<file path="src/rtl/fib_hist_reg.sv">
// Two-deep sample history (a1 newest, a2 older) with a sum of a1 and the incoming sample.
// Latency: a1/a2 update one cycle after an enable; sum is combinational.
// Backpressure: none; the caller qualifies every enable with an accept.
module fib_hist_reg #(
  parameter int WIDTH = 16
) (
  input  logic             clk,
  input  logic             rst,
  input  logic             clr,
  input  logic             wr_a2,
  input  logic             wr_a1,
  input  logic             shift,
  input  logic [WIDTH-1:0] d,
  output logic [WIDTH-1:0] a2,
  output logic [WIDTH-1:0] sum
);

  logic [WIDTH-1:0] a1;

  // History update: a shift ages a1 into a2; otherwise each slot may be loaded directly.
  always_ff @(posedge clk or posedge rst) begin
    if (rst) begin
      a1 <= '0;
      a2 <= '0;
    end else if (clr) begin
      a1 <= '0;
      a2 <= '0;
    end else if (shift) begin
      a2 <= a1;
      a1 <= d;
    end else begin
      if (wr_a1) a1 <= d;
      if (wr_a2) a2 <= d;
    end
  end

  // Wrapping sum matches the generator's adder.
  always_comb begin
    sum = a1 + d;
  end

endmodule

</file>
<file path="config.mk">
export PLATFORM = sky130hd
export DESIGN_NAME = fib_hist_reg
export DESIGN_NICKNAME = d
export VERILOG_FILES = /design/src/rtl/fib_hist_reg.sv
export SDC_FILE = /design/constraint.sdc
export NUM_CORES = 1
export LEC_CHECK = 0
export BUFFER_PORTS_ARGS = -buffer_cell sky130_fd_sc_hd__buf_4
export CORE_ASPECT_RATIO = 0.8
export CORE_UTILIZATION = 35
export CTS_CLUSTER_DIAMETER = 80
export DETAILED_ROUTE_END_ITERATION = 8
export GPL_TIMING_DRIVEN = 0
export PLACE_DENSITY = 0.66
export SLEW_MARGIN = 20
export SYNTH_ARGS = -nofsm -noshare
export SYNTH_HDL_FRONTEND = slang
export SYNTH_SLANG_ARGS = --single-unit
</file>
<file path="constraint.sdc">
create_clock -name clk -period 6.88 [get_ports clk]
set_input_delay 0.688 -clock clk [delete_from_list [all_inputs] [get_ports clk]]
set_output_delay 0.688 -clock clk [all_outputs]
set_load 0.02 [all_outputs]
</file>
==> flow_metrics.py <==
metrics = {
    "power_and_ir_drop": {
        "p_seq_share_pct": 37.2,
        "comb_power_share_pct": 35.8,
        "p_per_area_nw_per_um2": 202,
        "p_leak_nw": 1.33,
        "p_sw_uw": 197,
        "p_sw_share_pct": 35.0,
        "p_int_uw": 366,
        "ir_worst_vdd_mv": 0.114,
        "pwr-share-clk_pct": 27.0,
    },
    "detailed_routing": {
        "drt_iter0_drc": 188,
        "ant_nets": 0,
        "drc_errors": 0,
        "wl_mm": 5.73,
        "dr.pass1.iters": 4,
        "avgViaCountPerCell": 5.08,
        "wl_per_cell_um": 14.4,
        "vias": 2027,
    },
    "clock_tree": {
        "clk_pin_slew_ps": 70,
        "cts_sinks": 32,
        "clk-insertion-delay-late_ps": 290,
        "root_buffer": "clkbuf_8",
        "cts_tree": "done",
        "cts_max_level": 2,
        "post_cts_buffers": 0,
        "clk_path_buf_depth": 2,
        "cts_resized": 0,
        "cts_hold_buf": 0,
        "cts_buffers": 5,
    },
    "global_routing": {
        "grt_max_degree": 33,
        "antenna_found_initial": 0,
        "grt_overflow": 0,
        "grt_pass1_vias": 1861,
        "track_usage_pct": 17.8,
        "grt_pass1_wl_mm": 9.20,
    },
    "worst_setup_path": {
        "endpoint_kind": "primary output",
        "reg2reg_depth": 4,
        "cp_slowest_cell": "fa_1",
        "critPathMostFrequentCell": "buf_4",
        "criticalPathCategory": "primary input to primary output",
        "reg2reg_to": "a2[5]$_DFFE_PP0P_",
        "cpLargestDelayFamily": "compound AO/OA/AOI/OAI gates",
        "crit_buf_inv": 2,
        "cp.required_ps": 6190,
        "crit_chain": "buf_4 -> ha_1 -> fa_1 -> a21o_4 -> a311oi_2 -> nor3_1 -> o41ai_2 -> xnor2_1 -> buf_4",
        "path_max_fanout": 3,
        "r2r-start": "a2[5]$_DFFE_PP0P_",
        "cpPeakStageDelay_ps": 440,
        "crit_arrival_ps": 2830,
        "worstSetupStartpointType": "primary input",
        "reg2reg_slack_ps": 5980,
    },
    "sta": {
        "skew_ps": 1.74,
        "worstMarginPinSlew_ps": 691,
        "finalCriticalPeriod_ps": 3520,
        "min_period_over_period_pct": 51.1,
        "rsz0062_at_grt": "no",
        "maxSlewViolCount": 0,
        "relSlewSlack_pct": 53.9,
        "finalHoldViolations": 0,
        "fmax_mhz": 284,
        "finalSetupViolCount": 0,
        "setup_tns_ps": 0,
    },
    "yosys": {
        "ys_seq_area_share_pct": 36.3,
        "ys_types": 33,
        "synth_edf_count": 0,
        "synthArstFlopShare_pct": 100,
        "syn_inst": 259,
        "synth_area_um2": 2200,
        "ys_ff_latch": 32,
        "synth_fp_nets": 297,
        "synth_area_per_cell_um2": 8.51,
        "ys_warn_count": 0,
        "synth_ff_type": "dfrtp_1",
    },
    "layout": {
        "layout-drive-gt1-share_pct": 21.1,
        "n_antenna_cell": 0,
        "final_nets": 355,
        "mostFrequentLayoutCell": "buf_4",
        "layout_common_cells": "buf_4 (51), nor2_1 (37), a21oi_1 (33)",
        "final_cell_area_um2": 2780,
        "area_delta_synth_final_pct": 26.2,
    },
    "flow_run": {
        "cap_violations": 0,
    },
    "die": {
        "die_w_um": 90.7,
        "initial_utilization_pct": 36.7,
        "die-area_um2": 6620,
        "num_rows": 25,
        "pin_count": 54,
        "die_h_um": 73.0,
        "core_area_um2": 6010,
    },
    "placed_design": {
        "gp_congestion": 0.833,
        "port_buffers": 51,
        "placed_area_um2": 2690,
        "hpwlAfterDp_mm": 4.39,
    },
    "outcome": {
        "status": "finished, final reports clean",
    },
    "worst_hold_path": {
        "hold_path_class": "primary input to async pin",
    },
}
## stage by stage
stage | hold slack, ps | instances | worst slack (ps) | utilization (%) | power [mW]
global placement | 495 | 391 | 3440 | 44.8 | 0.412
finish | 509 | 399 | 3360 | 46.3 | 0.562
global route | 556 | 399 | 3250 | 46.3 | 0.590
floorplan | 476 | 259 | 3740 | - | 0.339
CTS | 524 | 399 | 3360 | 46.3 | 0.565
detailed placement | 509 | 391 | 3370 | 44.8 | 0.414
## flip-flops by register name, summed over array words and instances, names as in the netlist
register and count:
a2 16, a1 16
## worst max-delay path by stage
stage	startpoint	to	slack, ps	cells past startpoint
floorplan	d[0]	sum[10]	3740	6
global placement	d[0]	sum[12]	3440	9
global route	d[0]	sum[12]	3250	9
CTS	d[0]	sum[12]	3360	9
finish	d[0]	sum[12]	3360	9
detailed placement	d[0]	sum[12]	3370	9
## cell usage after synthesis, drive strengths merged (2+ instances only)
master / count / share of area [%]
clkbuf: 11 / 1.9
xor2: 5 / 2.0
ha: 15 / 8.5
a21o: 3 / 1.4
o211ai: 3 / 1.0
inv: 4 / 0.68
buf: 2 / 0.45
a21oi: 33 / 7.5
nand2: 24 / 4.1
o21ai: 23 / 5.2
nand3: 5 / 1.1
xnor2: 10 / 4.0
dfrtp: 32 / 36
a311oi: 2 / 1.1
mux2i: 17 / 7.7
nor3: 4 / 0.91
o21bai: 2 / 0.68
nand2b: 16 / 4.5
nor2: 37 / 6.3
## power groups by stage
stage / clock network [mW] / logic [mW] / registers [mW]
floorplan: 0 / 0.122 / 0.217
global placement: 0 / 0.200 / 0.212
detailed placement: 0 / 0.201 / 0.212
CTS: 0.154 / 0.202 / 0.209
global route: 0.161 / 0.219 / 0.211
finish: 0.152 / 0.201 / 0.209
## kinds of logic (layout without fill, tap and decap cells)
kind of cell	Yosys count	count (layout)	share of synthesized area (%)
flip-flops	32	32	36.3
multiplexers	17	17	7.72
AND/OR/NAND/NOR	89	89	17.8
XOR/XNOR	15	15	5.96
adder cells (fa/ha/maj)	16	16	9.43
AO/OA/AOI/OAI	72	72	19.5
buffers and inverters	18	77	3.18
## layer usage
metal / GRT usage (%) / up-vias / share of wire [%]
li1: - / 1005 / -
met1: 26.3 / 963 / 52
met2: 26.6 / 55 / 42
met3: 3.44 / 4 / 4.9
met4: 4.30 / 0 / 0.84
met5: 0 / - / 0
## worst reg2reg max path, cell delays in order (launching register included)
cell	delay, ps
dfrtp_1	400
mux2i_1	130
nor2_1	50
a21oi_1	130
nor2_1	50
## layout make-up
cell class	instances	area, um^2
Clock inverter	2	10.0
Fill cell	588	3230
Sequential cell	32	801
Clock buffer	6	82.6
Tap cell	81	101
Buffer	13	51.3
Inverter	5	18.8
Multi-Input combinational cell	209	1330
Timing Repair Buffer	51	383
Note: power is estimated with default switching activity, not from simulation.
